===== config.mk =====
export PLATFORM = sky130hd
export DESIGN_NAME = int_div_iter_flat
export DESIGN_NICKNAME = d
export VERILOG_FILES = /design/src/rtl/int_div_iter_if.sv /design/src/rtl/int_div_iter.sv /design/src/flat_wrapper.sv
export SDC_FILE = /design/constraint.sdc
export NUM_CORES = 1
export LEC_CHECK = 0
export ABC_CLOCK_PERIOD_IN_PS = 10700
export BUFFER_PORTS_ARGS = -buffer_cell sky130_fd_sc_hd__buf_2
export CAP_MARGIN = 10
export CORE_UTILIZATION = 31
export CTS_CLUSTER_SIZE = 16
export DETAILED_ROUTE_END_ITERATION = 8
export PLACE_DENSITY = 0.59
export SLEW_MARGIN = 15
export SYNTH_ARGS = -nofsm -noshare
export SYNTH_HDL_FRONTEND = slang
export SYNTH_SLANG_ARGS = --single-unit

===== constraint.sdc =====
create_clock -name clk -period 10.7 [get_ports clk]
set_input_delay 3.21 -clock clk [delete_from_list [all_inputs] [get_ports clk]]
set_output_delay 3.21 -clock clk [all_outputs]
set_load 0.01 [all_outputs]

===== src/rtl/int_div_iter_if.sv =====
// int_div_iter_if: request/response stream bundle for the iterative divider
interface int_div_iter_if #(parameter int NBITS = 32);
  logic               istream_val;
  logic               istream_rdy;
  logic [2*NBITS-1:0] istream_msg;
  logic               ostream_val;
  logic               ostream_rdy;
  logic [2*NBITS-1:0] ostream_msg;
  modport master (
    output istream_val, istream_msg, ostream_rdy,
    input  istream_rdy, ostream_val, ostream_msg
  );
  modport slave (
    input  istream_val, istream_msg, ostream_rdy,
    output istream_rdy, ostream_val, ostream_msg
  );
endinterface


===== src/rtl/int_div_iter.sv =====
// int_div_iter: iterative restoring divider, one quotient bit per cycle; define INT_DIV_ITER_SIGNED_EN for two's-complement operands
module int_div_iter #(parameter int NBITS = 32) (
  input logic          clk,
  input logic          reset,
  int_div_iter_if.slave io
);
  localparam int CW = NBITS > 1 ? $clog2(NBITS) : 1;
  typedef enum logic [1:0] {IDLE, CALC, DONE} state_t;
  state_t             state;
  logic               rdy, val;
  logic [2*NBITS-1:0] msg;
  logic [CW-1:0]      cnt;
  logic [NBITS-1:0]   dvd, dvs, rem, a, b, a_mag, b_mag, q_nxt, r_nxt, q_out, r_out;
  logic [NBITS:0]     sh;
  logic               ge;
`ifdef INT_DIV_ITER_SIGNED_EN
  logic               neg_q, neg_r;
`endif
  assign a = io.istream_msg[2*NBITS-1:NBITS];
  assign b = io.istream_msg[NBITS-1:0];
  assign io.istream_rdy = rdy;
  assign io.ostream_val = val;
  assign io.ostream_msg = msg;
  // restoring step: the dividend register doubles as the quotient shift register
  always_comb begin
    sh    = {rem, dvd[NBITS-1]};
    ge    = sh >= {1'b0, dvs};
    r_nxt = ge ? NBITS'(sh - {1'b0, dvs}) : sh[NBITS-1:0];
    q_nxt = (dvd << 1) | NBITS'(ge);
  end
`ifdef INT_DIV_ITER_SIGNED_EN
  assign a_mag = a[NBITS-1] ? -a : a;
  assign b_mag = b[NBITS-1] ? -b : b;
  assign q_out = neg_q ? -q_nxt : q_nxt;
  assign r_out = neg_r ? -r_nxt : r_nxt;
`else
  assign a_mag = a;
  assign b_mag = b;
  assign q_out = q_nxt;
  assign r_out = r_nxt;
`endif
  // control FSM and datapath; rdy/val mirror the state so outputs come straight from flops
  always_ff @(posedge clk or posedge reset)
    if (reset) begin
      state <= IDLE;
      rdy   <= 1'b0;
      val   <= 1'b0;
      msg   <= '0;
      cnt   <= '0;
      dvd   <= '0;
      dvs   <= '0;
      rem   <= '0;
`ifdef INT_DIV_ITER_SIGNED_EN
      neg_q <= 1'b0;
      neg_r <= 1'b0;
`endif
    end else
      case (state)
        IDLE:
          if (io.istream_val && rdy) begin
            rdy <= 1'b0;
            cnt <= '0;
            rem <= '0;
            dvd <= a_mag;
            dvs <= b_mag;
`ifdef INT_DIV_ITER_SIGNED_EN
            neg_q <= a[NBITS-1] ^ b[NBITS-1];
            neg_r <= a[NBITS-1];
`endif
            if (b == '0) begin
              state <= DONE;
              val   <= 1'b1;
              msg   <= {{NBITS{1'b1}}, a};
            end else
              state <= CALC;
          end else
            rdy <= 1'b1;
        CALC: begin
          dvd <= q_nxt;
          rem <= r_nxt;
          cnt <= cnt + 1'b1;
          if (cnt == CW'(NBITS - 1)) begin
            state <= DONE;
            val   <= 1'b1;
            msg   <= {q_out, r_out};
          end
        end
        DONE:
          if (val && io.ostream_rdy) begin
            state <= IDLE;
            val   <= 1'b0;
            rdy   <= 1'b1;
          end
        default: begin
          state <= IDLE;
          val   <= 1'b0;
          rdy   <= 1'b1;
        end
      endcase
endmodule

===== src/flat_wrapper.sv =====
// flat-port wrapper written by rule: the top's interface ports become plain ports
module int_div_iter_flat 
#(parameter int NBITS = 32)
  (clk, reset, io_istream_val, io_istream_msg, io_ostream_rdy, io_istream_rdy, io_ostream_val, io_ostream_msg);
  int_div_iter_if #(.NBITS(NBITS)) io_i ();
  input logic clk;
  input logic reset;
  input wire logic [$bits(io_i.istream_val)-1:0] io_istream_val;
  input wire logic [$bits(io_i.istream_msg)-1:0] io_istream_msg;
  input wire logic [$bits(io_i.ostream_rdy)-1:0] io_ostream_rdy;
  output wire logic [$bits(io_i.istream_rdy)-1:0] io_istream_rdy;
  output wire logic [$bits(io_i.ostream_val)-1:0] io_ostream_val;
  output wire logic [$bits(io_i.ostream_msg)-1:0] io_ostream_msg;
  assign io_i.istream_val = io_istream_val;
  assign io_i.istream_msg = io_istream_msg;
  assign io_i.ostream_rdy = io_ostream_rdy;
  assign io_istream_rdy = io_i.istream_rdy;
  assign io_ostream_val = io_i.ostream_val;
  assign io_ostream_msg = io_i.ostream_msg;
  int_div_iter #(.NBITS(NBITS)) u_core (.clk(clk), .reset(reset), .io(io_i));
endmodule

## Word level (Yosys, flattened, before mapping)

Index checks and enable logic that the tools add are counted.

- Flip-flop bits (word level): 169
- Input port bits: 68
- Output and inout bits: 66
- Word-level logic and storage cells: 55

- Add/sub/neg operators: 2
- Order comparisons: 1
- Equality and inequality tests: 7
- Mux-type cells: 24
- Bitwise gates (word level): 2
- Reductions and logical operators: 11

Operators by type and width:

| cell | number |
|---|---|
| 64-bit two-way mux | 3 |
| 32-bit one-hot mux with 2 select lines | 2 |
| 64-bit one-hot mux with 2 select lines | 1 |
| 32-bit two-way mux | 3 |
| 33-bit by 32-bit >= comparator with 1-bit output | 1 |
| 32-bit zero test | 1 |
| 32-bit by 1-bit bitwise OR with 32-bit output | 1 |
| 32-bit subtractor | 1 |
| 5-bit one-hot mux with 2 select lines | 1 |
| 2-bit two-way mux | 4 |
| 2-bit by 1-bit inequality test with 1-bit output (second input constant) | 4 |
| 4-bit AND reduction | 2 |
| 1-bit two-way mux | 6 |
| 1-bit one-hot mux with 3 select lines | 2 |
| 2-bit one-hot mux with 3 select lines | 1 |
| 2-bit AND reduction | 3 |
| 5-bit by 1-bit adder with 5-bit output (second input constant) | 1 |
| 5-bit equality test (second input constant) | 1 |
| 5-bit two-way mux | 1 |
| 3-bit AND reduction | 1 |
| 2-bit by 1-bit equality test with 1-bit output (second input constant) | 1 |
| 2-bit equality test (second input constant) | 1 |
| 1-bit logical AND | 2 |
| 2-bit zero test | 1 |
| 2 further kinds | 2 |

## Longest topological paths before layout

- Word-level depth: 4
- Depth in mapped cells: 14
- Gate-level depth less buffers: 12

## Worst setup path after synthesis

No wires, ideal clock.

- Kind: input to register
- Start: in io_istream_msg[24]
- End: reg u_core.msg[15] (netlist: u_core.io.ostream_msg[15])
- Library setup time: 82 ps
- Arrival time: 4914 ps
- Data required time: 10618 ps
- Path slack: 5704 ps
- Cell stages on the path: 8
- Buffers on the path: 2
- Cell sequence: nor4_1 nand4_1 o41ai_1 nor2b_1 clkbuf_1 clkbuf_1 nor2_1 a31oi_1

- Word-level cells in the longest chain between the ends: 3

Ends and longest elaborated chain:

| item | RTL line | source |
|---|---|---|
| start, declared | flat_wrapper.sv:9 | `input wire logic [$bits(io_i.istream_msg)-1:0] io_istream_msg;` |
| 32-bit zero test | int_div_iter.sv:70 | `if (b == '0) begin` |
| 2-bit by 1-bit inequality test with 1-bit output (no line) | - |  |
| 4-bit AND reduction (no line) | - |  |
| end signal, assigned | int_div_iter.sv:73 | `msg <= {{NBITS{1'b1}}, a};` |
| end signal, assigned | int_div_iter.sv:85 | `msg <= {q_out, r_out};` |
| end, declared | int_div_iter.sv:11 | `logic [2*NBITS-1:0] msg;` |

Every way passes these cells.
A chain may end at the register's enable or synchronous reset.

## Final worst setup path

- Start: in io_istream_msg[1]
- End: reg u_core.msg[20] (netlist: u_core.io.ostream_msg[20])

Same word-level chain as after synthesis.

==> impl_metrics.py <==
metrics = {
    "setup_path": {
        "cp-end-kind": "flip-flop",
        "crit_type": "input port to flip-flop",
        "worstPathArrival_ns": 5.75,
        "required_ns": 11.03,
        "cp_max_fo": 66,
        "startpoint_type": "input port",
    },
    "yosys": {
        "synth_area_leaders": "dfrtp_1 47%, nand2_1 11%, o21ai_0 5.3%",
        "synthDominantAreaCellType": "dfrtp_1",
        "ys_seq_area_share_pct": 47.0,
        "synth-edff-count": 0,
        "synthesis.nets": 1156,
        "synth.avg_cell_area_sq_um": 8.55,
        "synth_cell_types": 60,
        "syn_area_sq_um": 9010,
        "yosys_warnings": 0,
        "synth_most_common_cell": "nand2_1",
        "ys_ff_latch": 169,
        "synth_top_area_share_pct": 47.0,
        "syn_inst": 1053,
        "async_reset_ff_share_pct": 100,
        "synth_flop_cell": "dfrtp_1",
        "synth_common_cells": "258 x nand2_1, 169 x dfrtp_1, 96 x o21ai_0",
    },
    "global_route": {
        "overflow": 0,
        "track_usage_pct": 18.1,
        "grt_pass1_vias": 7321,
        "antenna_found_initial": 1,
        "grt_max_degree": 96,
        "grt_pass1_wl_um": 41400,
    },
    "clocking": {
        "cts_tree": "done",
        "root_buffer": "clkbuf_16",
        "cts.clk_slew.worst_paths_ns": 0.08,
        "post_cts_buffers": 0,
        "h-tree-depth": 4,
        "cts_sinks": 169,
        "hold_buffers": 0,
        "clockBufferDepth": 2,
        "cts_resized": 0,
        "cts_buffers": 17,
        "worstSkewPairLatency_ns": 0.44,
    },
    "outcome": {
        "status": "complete, no violations",
    },
    "detailed_routing": {
        "vias": 7975,
        "drcViolationCount": 0,
        "avgRoutedWirePerCell_um": 17.1,
        "wl_um": 26300,
        "drt-initial-drc-count": 648,
        "drt_first_pass_iters": 5,
        "vias_per_cell": 5.17,
        "antenna_left": 0,
    },
    "layout": {
        "nNetsFinal": 1250,
        "antenna_cells": 0,
        "design_area_sq_um": 10600,
        "area_growth_pct": 17.2,
        "drive_gt1_share_pct": 16.2,
    },
    "floorplanning": {
        "dieHeight_um": 172,
        "die_w_um": 172,
        "io_pins": 134,
        "initial_core_util_pct": 31.5,
        "core_area_sq_um": 28600,
        "die_area_sq_um": 29700,
        "num_rows": 62,
    },
    "timing": {
        "max_slew_margin_pct": 30.3,
        "period_needed_ns": 5.42,
        "tightest_slew_ns": 1.04,
        "slew_violations": 0,
        "setup_viol": 0,
        "rsz0062_at_grt": "no",
        "max_freq_mhz": 184,
        "tns_ns": 0,
        "skew_ns": 0.0122,
        "min_period_over_period_pct": 50.7,
        "hold_violations": 0,
    },
    "placed_design": {
        "dp_hpwl_um": 19000,
        "placed_cell_area_sq_um": 9960,
        "portBuffers": 133,
        "gp_congestion": 0.873,
    },
    "pwr": {
        "leakagePower_nw": 4.98,
        "power_density_nw_per_um2": 391,
        "ir_worst_vdd_uv": 152,
    },
    "hold_path": {
        "min_path_type": "flip-flop to flip-flop",
    },
    "flow_run": {
        "cap_violations": 0,
    },
}
path summary, 6_finish.rpt:
path	from	endpoint	slack [ns]	depth (start not counted)
min	u_core.io.ostream_msg[55]$_DFFE_PP0P_	u_core.io.ostream_msg[55]$_DFFE_PP0P_	0.46	2
max reg2reg	u_core.rem[20]$_DFFE_PP0P_	u_core.rem[24]$_DFFE_PP0P_	6.71	9
min in group asynchronous	reset	u_core.io.ostream_msg[39]$_DFFE_PP0P_	2.94	2
min reg2reg	u_core.io.ostream_msg[55]$_DFFE_PP0P_	u_core.io.ostream_msg[55]$_DFFE_PP0P_	0.46	2
max	io_istream_msg[1]	u_core.io.ostream_msg[20]$_DFFE_PP0P_	5.28	8
max in group asynchronous	reset	u_core.io.ostream_msg[10]$_DFFE_PP0P_	6.24	3
metal layers:
layer,part of all wire (%),track usage (%)
met3,5.6,3.14
met4,0.93,3.89
met2,42,26.2
met5,0,0
met1,52,27.7
state kept, by name, summed over array words and instances (netlist names):
name	cells
u_core.dvs	32
u_core.state	2
u_core.dvd	32
u_core.io.istream_rdy	1
u_core.cnt	5
u_core.io.ostream_val	1
u_core.rem	32
u_core.io.ostream_msg	64
worst max-delay path: stages:
cell and delay (ns):
buf_2 0.10, nor4_1 0.53, nand4_1 0.33, o41ai_1 0.48, nor2b_4 0.22, buf_4 0.55, nand2_1 0.11, o22a_1 0.20
area by class of cell:
class                           count  area (sq um)
Multi-Input combinational cell    772          4340
Clock buffer                       18           439
Fill cell                        2989         18100
Clock inverter                     14           158
Timing Repair Buffer              143           741
Tap cell                          384           480
Inverter                           44           170
Sequential cell                   169          4230
logic make-up after synthesis:
family / after synthesis / synth area share (%)
xor+xnor: 20 / 1.94
simple gates: 404 / 19.3
fa+ha+maj: 35 / 4.95
buf+inv: 112 / 5.24
flops: 169 / 47.0
mux: 3 / 0.347
compound gates: 310 / 21.3
through the flow:
| stage | power, W | cells | worst slack [ns] | utilization [%] | hold slack [ns] |
|---|---|---|---|---|---|
| after detailed placement | 0.00350 | 1512 | 4.65 | 34.8 | 0.452 |
| after floorplan | 0.00282 | 1053 | 2.91 | - | 0.447 |
| after global routing | 0.00447 | 1544 | 4.93 | 36.9 | 0.490 |
| after global placement | 0.00346 | 1512 | 4.67 | 34.8 | 0.446 |
| after CTS | 0.00413 | 1544 | 5.10 | 36.9 | 0.468 |
| final | 0.00412 | 1544 | 5.28 | 36.9 | 0.461 |
layout by cell type, fill, tap and decap left out, types with 5 or more instances in the layout:
cell       count
a211oi_1       6
a21o_1        14
a21oi_1       83
a221oi_1       6
a22oi_1       51
a31oi_1       18
buf_2        133
buf_4         10
clkbuf_16     17
clkinv_4       5
dfrtp_1      169
ha_1          34
inv_1         43
inv_8          5
nand2_1      258
nand3_1       25
nand3b_1       5
nand4_1       11
nor2_1        53
nor3_1        10
nor4_1        10
o21ai_0       96
or3_1          7
xnor2_1       10
xor2_1        10
power breakdown:
part           internal (W)  switching [W]
clock network      0.000320       0.000304
logic              0.000865        0.00148
registers          0.000945       0.000213
(Power assumes the default switching activity.)
